## config.mk

```make
export PLATFORM = sky130hd
export DESIGN_NAME = q_operand_entry
export DESIGN_NICKNAME = d
export VERILOG_FILES = /design/src/rtl/q_alu_pkg.sv /design/src/rtl/q_digit_pack.sv /design/src/rtl/q_operand_entry.sv
export SDC_FILE = /design/constraint.sdc
export NUM_CORES = 1
export LEC_CHECK = 0
export CAP_MARGIN = 15
export CORE_MARGIN = 2
export CORE_UTILIZATION = 35
export DETAILED_ROUTE_END_ITERATION = 8
export PLACE_DENSITY = 0.58
export SLEW_MARGIN = 20
export SYNTH_ARGS = -nofsm -noshare
export SYNTH_HDL_FRONTEND = slang
export SYNTH_HIERARCHICAL = 1
export SYNTH_SLANG_ARGS = --single-unit
```

## constraint.sdc

```tcl
create_clock -name clk -period 3.9 [get_ports clk]
set_input_delay 0.585 -clock clk [delete_from_list [all_inputs] [get_ports clk]]
set_output_delay 0.585 -clock clk [all_outputs]
set_load 0.05 [all_outputs]
```

## src/rtl/q_alu_pkg.sv

```systemverilog
// Shared definitions for the quaternary ALU operand-entry path:
// opcode encodings, digit radix, packed operand width and entry states.
package q_alu_pkg;

  localparam int Q_BASE   = 4;
  localparam int Q_PACK_W = 7;

  localparam logic [3:0] OP_ADD = 4'd0;
  localparam logic [3:0] OP_SUB = 4'd1;
  localparam logic [3:0] OP_SHL = 4'd2;
  localparam logic [3:0] OP_SHR = 4'd3;
  localparam logic [3:0] OP_GT  = 4'd4;

  typedef enum logic [2:0] {
    A_HI,
    A_LO,
    OP,
    B_HI,
    B_LO,
    ISSUE
  } entry_state_e;

  // Shifts take a single operand; everything else needs B as well.
  function automatic logic is_unary(input logic [3:0] op);
    return (op == OP_SHL) || (op == OP_SHR);
  endfunction

endpackage

```

## src/rtl/q_digit_pack.sv

```systemverilog
// Combinational packer: two base-BASE digits into tens*10 + ones,
// with a flag that both digits are within the radix.
module q_digit_pack
  import q_alu_pkg::*;
#(
  parameter int BASE  = Q_BASE,
  parameter int OUT_W = Q_PACK_W
) (
  input  logic [3:0]       i_hi,
  input  logic [3:0]       i_lo,
  output logic [OUT_W-1:0] o_packed,
  output logic             o_legal
);

  localparam logic [3:0]       LP_BASE = 4'(BASE);
  localparam logic [OUT_W-1:0] LP_TEN  = OUT_W'(10);

  logic [OUT_W-1:0] w_hi_ext;
  logic [OUT_W-1:0] w_lo_ext;

  assign w_hi_ext = OUT_W'(i_hi);
  assign w_lo_ext = OUT_W'(i_lo);
  assign o_packed = (w_hi_ext * LP_TEN) + w_lo_ext;
  assign o_legal  = (i_hi < LP_BASE) && (i_lo < LP_BASE);

endmodule

```

## src/rtl/q_operand_entry.sv

```systemverilog
// Operand-entry stage: collects A digits, opcode and (for binary ops) B
// digits, then holds one packed transaction under a valid/ack handshake.
module q_operand_entry
  import q_alu_pkg::*;
#(
  parameter int BASE   = Q_BASE,
  parameter int MAX_OP = 4,
  parameter int OUT_W  = Q_PACK_W
) (
  input  logic             clk,
  input  logic             rst_n,
  input  logic             clear,
  input  logic [3:0]       digit_in,
  input  logic             digit_valid,
  input  logic [3:0]       op_in,
  input  logic             op_valid,
  output logic             busy,
  output logic             err,
  output logic [OUT_W-1:0] A,
  output logic [OUT_W-1:0] B,
  output logic [3:0]       ALU_Sel,
  output logic             out_valid,
  input  logic             out_ack
);

  localparam logic [3:0] LP_BASE   = 4'(BASE);
  localparam logic [3:0] LP_MAX_OP = 4'(MAX_OP);

  entry_state_e r_state;
  entry_state_e w_state_nxt;

  logic [3:0]       r_a_hi, r_a_lo, r_b_hi, r_b_lo;
  logic [3:0]       r_op;
  logic             r_err;
  logic [OUT_W-1:0] r_a, r_b;
  logic [3:0]       r_alu_sel;

  logic             w_digit_state;
  logic             w_digit_ok;
  logic             w_op_ok;
  logic             w_accept_digit;
  logic             w_accept_op;
  logic             w_reject;
  logic             w_issue_load;
  logic             w_issue_unary;
  logic [3:0]       w_issue_op;
  logic [3:0]       w_b_lo_src;
  logic [OUT_W-1:0] w_a_packed, w_b_packed;
  logic             w_a_legal, w_b_legal;

  assign w_digit_state = (r_state == A_HI) || (r_state == A_LO) ||
                         (r_state == B_HI) || (r_state == B_LO);
  assign w_digit_ok    = digit_valid && (digit_in < LP_BASE);
  assign w_op_ok       = op_valid && (op_in <= LP_MAX_OP);

  // B_LO's digit is packed on the same edge that captures it, so bypass it.
  assign w_b_lo_src = (r_state == B_LO) ? digit_in : r_b_lo;

  q_digit_pack #(.BASE(BASE), .OUT_W(OUT_W)) u_pack_a (
    .i_hi     (r_a_hi),
    .i_lo     (r_a_lo),
    .o_packed (w_a_packed),
    .o_legal  (w_a_legal)
  );

  q_digit_pack #(.BASE(BASE), .OUT_W(OUT_W)) u_pack_b (
    .i_hi     (r_b_hi),
    .i_lo     (w_b_lo_src),
    .o_packed (w_b_packed),
    .o_legal  (w_b_legal)
  );

  // NOTE: every output of this block gets a default first so no path leaves
  // a signal unassigned, which would otherwise infer a latch.
  always_comb begin
    w_state_nxt    = r_state;
    w_accept_digit = 1'b0;
    w_accept_op    = 1'b0;
    w_reject       = 1'b0;
    w_issue_load   = 1'b0;
    w_issue_unary  = 1'b0;
    w_issue_op     = r_op;

    if (w_digit_state) begin
      if (digit_valid) begin
        if (w_digit_ok) w_accept_digit = 1'b1;
        else            w_reject       = 1'b1;
      end else if (op_valid) begin
        w_reject = 1'b1;
      end
    end else if (r_state == OP) begin
      if (op_valid) begin
        if (w_op_ok) w_accept_op = 1'b1;
        else         w_reject    = 1'b1;
      end else if (digit_valid) begin
        w_reject = 1'b1;
      end
    end

    unique case (r_state)
      A_HI: if (w_accept_digit) w_state_nxt = A_LO;
      A_LO: if (w_accept_digit) w_state_nxt = OP;
      OP: begin
        if (w_accept_op) begin
          w_issue_op = op_in;
          if (is_unary(op_in)) begin
            w_issue_unary = 1'b1;
            w_issue_load  = w_a_legal;
            w_state_nxt   = ISSUE;
          end else begin
            w_state_nxt = B_HI;
          end
        end
      end
      B_HI: if (w_accept_digit) w_state_nxt = B_LO;
      B_LO: begin
        if (w_accept_digit) begin
          w_issue_load = w_a_legal && w_b_legal;
          w_state_nxt  = ISSUE;
        end
      end
      ISSUE: if (out_ack) w_state_nxt = A_HI;
      default: w_state_nxt = A_HI;
    endcase
  end

  // NOTE: state and data registers use non-blocking assignments so every
  // register samples pre-edge values regardless of statement order.
  always_ff @(posedge clk or negedge rst_n) begin
    if (!rst_n) begin
      r_state   <= A_HI;
      r_a_hi    <= '0;
      r_a_lo    <= '0;
      r_b_hi    <= '0;
      r_b_lo    <= '0;
      r_op      <= '0;
      r_err     <= 1'b0;
      r_a       <= '0;
      r_b       <= '0;
      r_alu_sel <= '0;
    end else if (clear) begin
      // Abort keeps the last presented A/B/ALU_Sel; only entry state is wiped.
      r_state <= A_HI;
      r_a_hi  <= '0;
      r_a_lo  <= '0;
      r_b_hi  <= '0;
      r_b_lo  <= '0;
      r_op    <= '0;
      r_err   <= 1'b0;
    end else begin
      r_state <= w_state_nxt;
      r_err   <= w_reject;
      if (w_accept_digit) begin
        unique case (r_state)
          A_HI:    r_a_hi <= digit_in;
          A_LO:    r_a_lo <= digit_in;
          B_HI:    r_b_hi <= digit_in;
          B_LO:    r_b_lo <= digit_in;
          default: ;
        endcase
      end
      if (w_accept_op) r_op <= op_in;
      if (w_issue_load) begin
        r_a       <= w_a_packed;
        r_b       <= w_issue_unary ? '0 : w_b_packed;
        r_alu_sel <= w_issue_op;
      end
    end
  end

  assign busy      = (r_state == ISSUE);
  assign out_valid = (r_state == ISSUE);
  assign err       = r_err;
  assign A         = r_a;
  assign B         = r_b;
  assign ALU_Sel   = r_alu_sel;

endmodule

```

After elaboration in Yosys (flattened, before gate mapping). Index checks and enable logic that the tools add are counted.

Bits in registers: 42. Input bits: 14. Output and inout bits: 21. Word-level logic and storage cells: 101.

$add $sub $neg: 2. Multipliers: 2. $lt $le $gt $ge: 6. Equal/unequal tests: 13. Multiplexer cells: 48. Bitwise gates (word level): 1. Reductions and logical operators: 19.

Operator list (count): $mux W4 (15); $mux W3 (8); $mux W1 (22); $lt A4 B3 Y1 const B (5); $pmux W3 S6 (1); $ne A3 B3 Y1 const B (5); $add A7 B4 Y7 (2); $mul A4 B3 Y6 const B (2); $eq A4 B2 Y1 const B (2); $reduce_and A2 Y1 (4); $reduce_bool A2 Y1 (4); $mux W7 (1); $eq A3 B2 Y1 const B (2); $eq A3 B3 Y1 const B (2); $reduce_and A6 Y1 (1); $logic_and A1 B1 Y1 (5); $le A4 B3 Y1 const B (1); $logic_or A1 B1 Y1 (4); $eq A3 B1 Y1 const B (1); $logic_not A3 Y1 (1); $ne A3 B2 Y1 const B (1); $pmux W1 S2 (1); $not A1 Y1 (1).

Logic depth before layout (Yosys ltp). Gate-level depths: netlist of run 1.

Depth in word-level cells: 9. Gate-level depth with buffers: 9.

Modules after synthesis. The synthesis of run 1 kept the hierarchy.

By module, submodules not included: q_operand_entry (instances 1, cells an instance 166, area each 1970.6 um2); q_digit_pack (instances 2, cells an instance 23, area each 226.5 um2).

Worst setup path after synthesis of run 1. Ideal clock, no wire load.

Kind: reg2out. Start: register r_state[1]. End: output port out_valid. Arrival: 1.749 ns. Slack: 1.566 ns. Stages on the path, launching flop included: 5. Cell sequence: dfrtp_1 -> buf_4 -> nand2b_1 -> nor2_1 -> buf_4.

Cells in the longest elaborated chain, start to end: 1.

Ends and longest elaborated chain: start, declared (line q_operand_entry.sv:29) `entry_state_e r_state;`; start signal, assigned (line q_operand_entry.sv:151) `r_state <= w_state_nxt;`; $eq A3 B3 Y1; end, declared (line q_operand_entry.sv:22) `output logic out_valid,`.

Every way passes these cells.

Final worst setup path of run 1.
Start: register r_state[2]. End: register r_b[2] (netlist: B[2]).

Cells in the longest elaborated chain, start to end: 8.

Ends and longest elaborated chain: $eq A3 B3 Y1 (line q_operand_entry.sv:57) `assign w_b_lo_src = (r_state == B_LO) ? digit_in : r_b_lo;`; $mux W4; via w_b_lo_src[3] (line q_operand_entry.sv:47) `logic [3:0] w_b_lo_src;`; $lt A4 B3 Y1 (line q_digit_pack.sv:24) `assign o_legal = (i_hi < LP_BASE) && (i_lo < LP_BASE);`; $logic_and A1 B1 Y1 (line q_digit_pack.sv:24); via w_b_legal (line q_operand_entry.sv:49) `logic w_a_legal, w_b_legal;`; $logic_and A1 B1 Y1 (line q_operand_entry.sv:118) `w_issue_load = w_a_legal && w_b_legal;`; $mux W1 (line q_operand_entry.sv:117) `if (w_accept_digit) begin`; $pmux W1 S2 (line q_operand_entry.sv:100) `unique case (r_state)`; $reduce_and A2 Y1 (no line); end signal, assigned (line q_operand_entry.sv:165) `r_b <= w_issue_unary ? '0 : w_b_packed;`; end, declared (line q_operand_entry.sv:35) `logic [OUT_W-1:0] r_a, r_b;`.

The timed path passes the listed nets, and every way through them passes these cells. A chain may end at the register's enable or synchronous reset.

==> flow_summary.yaml, run 1 <==
yosys:
  synth_nets: 244
  synth.yosys.warnings: 6
  ys_dominant_reg_cell: "sky130_fd_sc_hd__dfrtp_1"
  cell_area_after_synthesis_um2: 2420
  syn_inst: 212
  synth_top_cells_by_area: "sky130_fd_sc_hd__dfrtp_1 (43%), sky130_fd_sc_hd__ha_1 (7.2%), sky130_fd_sc_hd__mux2i_1 (7.0%), sky130_fd_sc_hd__mux2_2 (5.6%), sky130_fd_sc_hd__nor3b_1 (3.7%)"
  yosys_register_bits: 42
  sequential_area_share_after_synthesis: 0.434
  syn_area_per_cell_um2: 11.4
  ys_async_sr_fraction: 1.00
  synth_enable_flop_cells: 0
  synth_top_area_cell: "sky130_fd_sc_hd__dfrtp_1"
  synth.lib_cells_used.distinct: 43
  synth_top_area_share: 0.434
pwr:
  share_clk_of_total_power: 0.347
  power_report.internal_total_uw: 583
  static-leakage-power_uw: 0.00134
  seq_power_share: 0.575
  power_density_nw_per_um2: 268
  p_sw_uw: 188
  switching_share: 0.244
  power.ir.vdd_worst_uv: 114
  pwr-share-comb: 0.079
  totalPowerFinal_uw: 771
global_route:
  wire_length_of_the_first_global_routing_pass_um: 8220
  initial_antenna_violation_count: 0
  grt_pass1_vias: 1682
  globalRouteTotalUtil: 0.141
  globalRouteOverflowTotal: 0
  grt_max_degree: 43
critical_path:
  cpMaxStageDelayCell: "sky130_fd_sc_hd__dfrtp_1"
  critical_path_peak_fanout: 12
  setup.worst_path.class: "flop to flop"
  critPathBufInv: 1
  end_kind: "flop"
  timing.reg2reg.setup_slack_ns: 0.81
  critPathRequiredTime_ns: 4.12
  worstReg2RegStart: "r_state[2]$_DFFE_PN0P_"
  r2r-end: "B[2]$_DFFE_PN0P_"
  critical_path_arrival_ns: 3.31
  critical_path.max_stage_delay_ns: 0.68
  rr_worst_depth: 7
  critical_path_cell_count: 7
  worst_setup_path_start_kind: "flop"
  path_cells: "nor3b_2 -> mux2_2 -> nor4_1 -> nand3_1 -> a21oi_4 -> buf_4 -> mux2i_1"
  critical-path-top-delay-family: "simple AND/OR/NAND/NOR gates"
placed_design:
  gpl.final_weighted_congestion: 0.806
  place_hpwl_um: 3440
  portbufs: 34
die:
  die_area_um2: 7610
  pin_count: 35
  core_um2: 6760
  fp.dieH_um: 87.2
  die_w_um: 87.2
  initial_core_util: 0.359
  fp_rows: 30
clocking:
  clock_sink_count: 42
  cts.root.buffer_cell: "sky130_fd_sc_hd__clkbuf_8"
  resized_after_cts: 0
  cts-hold-fix-buffers: 0
  clk_latency_ns: 0.29
  htree_levels: 2
  clkSlewWorstSetupHoldPaths_ns: 0.08
  clock_tree.buffer_depth: 2
  cts_made_buffers: 5
  cts_setup_buffers: 0
  tritoncts: "yes"
sta:
  finClkSkew_ns: 0.00274
  normalized_max_slew_margin: 0.380
  layout_worst_path_cycle_share: 0.791
  report.final.setup_viol: 0
  worst_slew_pin_slew_ns: 0.931
  grt_setup_unrepaired: "no"
  final_max_slew_viol_count: 0
  worst_hold_slack_ns: 0.429
  setup-tns-final_ns: 0
  post-route-min-period_ns: 3.09
  max_freq_ghz: 0.324
  final_hold_viol_count: 0
route:
  num_vias: 1593
  total_routed_wirelength_um: 4700
  first_drt_pass_iteration_count: 4
  dr.first_iter.drc_count: 53
  detail_route.wl_per_cell_um: 14.5
  vias_per_inst: 4.92
  antenna_left: 0
  drc: 0
layout:
  insertedDiodeCount: 0
  syn_to_final_growth_pct: 18.5
  fin_nets: 276
  final_layout_size_suffix_gt1_frac: 0.156
hold_path:
  min_path_type: "input pin to async pin"
run_status:
  run_status: "complete, no violations"
job:
  drv_cap: 0
-- state kept, by name, summed over array words and instances (netlist names), 3 cells and up --
signal,cells
r_op,4
A,7
B,7
ALU_Sel,4
r_b_hi,4
r_a_hi,4
r_a_lo,4
r_state,3
r_b_lo,4
-- metrics by stage --
stage / cells / util / setup slack, ns / area [µm²]
6_report: 324 / 0.425 / 0.814 / 2870
4_1_cts: 324 / 0.425 / 0.799 / 2870
3_3_place_gp: 317 / 0.414 / 0.893 / 2790
3_5_place_dp: 317 / 0.414 / 0.843 / 2790
2_1_floorplan: 212 / - / 1.57 / 2420
5_1_grt: 324 / 0.425 / 0.607 / 2870
-- synthesized netlist by cell type (2+ instances only) --
master / count
sky130_fd_sc_hd__a21oi_2: 4
sky130_fd_sc_hd__nor4_1: 3
sky130_fd_sc_hd__dfrtp_1: 42
sky130_fd_sc_hd__nand2_1: 15
sky130_fd_sc_hd__buf_4: 5
sky130_fd_sc_hd__clkbuf_1: 3
sky130_fd_sc_hd__xor2_1: 5
sky130_fd_sc_hd__nand2b_1: 2
sky130_fd_sc_hd__inv_1: 12
sky130_fd_sc_hd__a21oi_1: 4
sky130_fd_sc_hd__nand3_1: 3
sky130_fd_sc_hd__mux2i_1: 17
sky130_fd_sc_hd__nor2_1: 16
sky130_fd_sc_hd__nor3_1: 4
sky130_fd_sc_hd__nor3b_1: 12
sky130_fd_sc_hd__ha_1: 14
sky130_fd_sc_hd__a21o_1: 2
sky130_fd_sc_hd__nor4_4: 2
sky130_fd_sc_hd__mux2_2: 12
sky130_fd_sc_hd__o21ai_0: 3
sky130_fd_sc_hd__xnor2_1: 7
sky130_fd_sc_hd__fa_1: 4
-- cell usage in the layout (no fill, tap or decap), types with 5 or more instances in the layout --
cell type / instances
sky130_fd_sc_hd__clkbuf_8: 5
sky130_fd_sc_hd__clkdlybuf4s50_1: 33
sky130_fd_sc_hd__dfrtp_1: 42
sky130_fd_sc_hd__ha_1: 14
sky130_fd_sc_hd__inv_1: 12
sky130_fd_sc_hd__mux2_2: 12
sky130_fd_sc_hd__mux2i_1: 17
sky130_fd_sc_hd__nand2_1: 15
sky130_fd_sc_hd__nor2_1: 16
sky130_fd_sc_hd__nor3b_1: 12
sky130_fd_sc_hd__xnor2_1: 7
sky130_fd_sc_hd__xor2_1: 5
-- cells by family (layout without fill, tap and decap cells) --
group,after synthesis,count (layout),share of synthesized area
buffers and inverters,23,55,0.0516
XOR/XNOR,12,12,0.0434
multiplexers,29,29,0.126
flip-flops,42,42,0.434
adder cells (fa/ha/maj),18,18,0.105
AO/OA/AOI/OAI,21,21,0.0712
AND/OR/NAND/NOR,67,67,0.169
-- routing by layer --
layer,part of all wire,global-route usage,up-vias,routed length [µm]
met1,0.51,0.197,763,2400
met5,0,0,-,0
li1,-,-,796,-
met3,0.027,0.0256,6,129
met2,0.44,0.221,28,2090
met4,0.016,0.0503,0,76
-- how the worst max path moves through the flow --
stage,to,startpoint,slack [ns]
final,B[2]$_DFFE_PN0P_,r_state[2]$_DFFE_PN0P_,0.81
after global routing,B[6]$_DFFE_PN0P_,r_state[2]$_DFFE_PN0P_,0.61
after CTS,B[3]$_DFFE_PN0P_,r_state[2]$_DFFE_PN0P_,0.80
after detailed placement,B[3]$_DFFE_PN0P_,r_state[2]$_DFFE_PN0P_,0.84
after global placement,B[6]$_DFFE_PN0P_,r_state[2]$_DFFE_PN0P_,0.89
after floorplan,out_valid,r_state[1]$_DFFE_PN0P_,1.57
-- worst reg2reg max path: stages (launching register included) --
cell and delay, ns:
sky130_fd_sc_hd__dfrtp_1 0.68, sky130_fd_sc_hd__nor3b_2 0.47, sky130_fd_sc_hd__mux2_2 0.41, sky130_fd_sc_hd__nor4_1 0.27, sky130_fd_sc_hd__nand3_1 0.20, sky130_fd_sc_hd__a21oi_4 0.52, sky130_fd_sc_hd__buf_4 0.28, sky130_fd_sc_hd__mux2i_1 0.20
-- power by group through the flow --
stage	Combinational [µW]	Clock (µW)	Sequential, µW
6_report	60.7	267	443
5_1_grt	67.0	299	444
4_1_cts	62.4	278	443
3_5_place_dp	62.0	0	452
3_3_place_gp	62.1	0	452
2_1_floorplan	22.9	0	456
-- final cells by class --
| class | instances | area, µm² |
|---|---|---|
| Tap cell | 80 | 100 |
| Clock inverter | 2 | 10.0 |
| Multi-Input combinational cell | 147 | 1250 |
| Clock buffer | 5 | 68.8 |
| Fill cell | 658 | 3880 |
| Timing Repair Buffer | 36 | 350 |
| Sequential cell | 42 | 1050 |
| Inverter | 12 | 45.0 |
Note: power is estimated with default switching activity, not from simulation.
==> run 2, diff against run 1 <==
==> constraint.sdc (replaced) <==
create_clock -name clk -period 2.9 [get_ports clk]
set_input_delay 0.435 -clock clk [delete_from_list [all_inputs] [get_ports clk]]
set_output_delay 0.435 -clock clk [all_outputs]
set_load 0.05 [all_outputs]
==> flow_summary.yaml, run 2 (synthesis results as in run 1) <==
critical_path:
  critPathRequiredTime_ns: 2.47
  r2r-end: "B[4]$_DFFE_PN0P_"
  critical_path_arrival_ns: 2.16
  timing.reg2reg.setup_slack_ns: 0.34
  rr_worst_depth: 7
  worstReg2RegStart: "r_state[0]$_DFFE_PN0P_"
  worst_setup_path_start_kind: "flop"
  setup.worst_path.class: "flop to output pin"
  end_kind: "output pin"
  critical_path_peak_fanout: 12
route:
  dr.first_iter.drc_count: 121
  antenna_left: 0
  num_vias: 1624
  dr_wl_met3_um: 163
  met1Wirelength_um: 2590
  first_drt_pass_iteration_count: 4
  met2WireLength_um: 2120
  top_signal_layer_used: "met4"
  vias_per_inst: 4.92
  drc: 0
  detail_route.wl_per_cell_um: 15.0
  total_routed_wirelength_um: 4940
clocking:
  resized_after_cts: 0
  clock_sink_count: 42
  clkSlewWorstSetupHoldPaths_ns: 0.08
  cts-hold-fix-buffers: 0
  htree_levels: 2
  clk_latency_ns: 0.29
  tritoncts: "yes"
  clock_tree.buffer_depth: 2
  cts.root.buffer_cell: "sky130_fd_sc_hd__clkbuf_8"
  cts_made_buffers: 5
  cts_setup_buffers: 0
hold_path:
  min_path_type: "input pin to async pin"
sta:
  timing.final.ws_setup_ns: 0.302
  worst_slew_pin_slew_ns: 0.939
  post-route-min-period_ns: 2.60
  final_hold_viol_count: 0
  final_max_slew_viol_count: 0
  report.final.setup_viol: 0
  layout_worst_path_cycle_share: 0.896
  setup-tns-final_ns: 0
  max_freq_ghz: 0.385
  finClkSkew_ns: 0.00688
  grt_setup_unrepaired: "no"
  normalized_max_slew_margin: 0.374
job:
  drv_cap: 0
placed_design:
  place_hpwl_um: 3640
  placement.setup.worst_slack_ns: 0.276
  portbufs: 34
  gpl.final_weighted_congestion: 0.862
layout:
  area_of_combinational_cells_with_multiple_inputs_um2: 1250
  final_layout_size_suffix_gt1_frac: 0.176
  layout.cells.most_common: "sky130_fd_sc_hd__dfrtp_1"
  commonest_non_fill_non_tap_cells_in_the_layout: "sky130_fd_sc_hd__dfrtp_1 (42), sky130_fd_sc_hd__clkdlybuf4s50_1 (33), sky130_fd_sc_hd__mux2i_1 (17)"
  sequential_cell_area_um2: 1050
  syn_to_final_growth_pct: 22.7
  filler_cells: 633
  fin_nets: 281
  insertedDiodeCount: 0
global_route:
  initial_antenna_violation_count: 0
  grt_max_degree: 43
  globalRouteTotalUtil: 0.139
  grt_pass1_vias: 1583
  globalRouteOverflowTotal: 0
  wire_length_of_the_first_global_routing_pass_um: 8090
die:
  pin_count: 35
  core_um2: 6760
  fp_rows: 30
  die_area_um2: 7610
  fp.dieH_um: 87.2
  die_w_um: 87.2
  initial_core_util: 0.359
pwr:
  static-leakage-power_uw: 0.00139
  power_density_nw_per_um2: 421
  power.ir.vdd_worst_uv: 214
run_status:
  run_status: "complete, no violations"
==> run 2: stage by stage <==
| stage | total power, µW | cell area, µm² | hold WS (ns) | cells | utilization |
|---|---|---|---|---|---|
| after global routing | 1300 | 2970 | 0.356 | 330 | 0.440 |
| final | 1250 | 2970 | 0.277 | 330 | 0.440 |
| after global placement | 693 | 2830 | 0.494 | 322 | 0.419 |
| after detailed placement | 694 | 2830 | 0.498 | 322 | 0.419 |
| after CTS | 1270 | 2970 | 0.324 | 330 | 0.440 |
| after floorplan | 644 | 2420 | 0.139 | 212 | - |
==> run 2: metal layers <==
layer,up-vias,track usage
li1,808,-
met1,786,0.201
met2,24,0.208
met3,6,0.0284
met4,0,0.0462
met5,-,0
==> run 2: power breakdown <==
group          internal, µW  total (µW)  switching, µW
Combinational          34.1        87.7           53.6
Clock                   367         571            204
Sequential              590         593           3.27
==> run 2: worst max-delay path by stage <==
stage,start,end,cells after the start
global route,r_state[0]$_DFFE_PN0P_,B[2]$_DFFE_PN0P_,7
detailed placement,digit_in[3],B[3]$_DFFE_PN0P_,7
global placement,digit_in[3],ALU_Sel[2]$_DFFE_PN0P_,7
CTS,r_state[1]$_DFFE_PN0P_,busy,4
finish,r_state[1]$_DFFE_PN0P_,busy,4
floorplan,r_state[0]$_DFFE_PN0P_,ALU_Sel[0]$_DFFE_PN0P_,6
==> run 2: area by class of cell <==
| class | instances | area share |
|---|---|---|
| multi-input cells | 147 | 0.419 |
| flip-flops and latches | 42 | 0.353 |
| repair buffers | 41 | 0.130 |
| well taps | 80 | 0.0337 |
| clock buffers | 6 | 0.0278 |
| clock inverters | 2 | 0.0202 |
| inverters | 12 | 0.0151 |
==> run 2: critical path: stages (launching register included) <==
cell	delay, ns
sky130_fd_sc_hd__dfrtp_1	0.40
sky130_fd_sc_hd__buf_4	0.20
sky130_fd_sc_hd__nand2b_1	0.19
sky130_fd_sc_hd__nor2_1	0.22
sky130_fd_sc_hd__clkdlybuf4s50_1	0.85
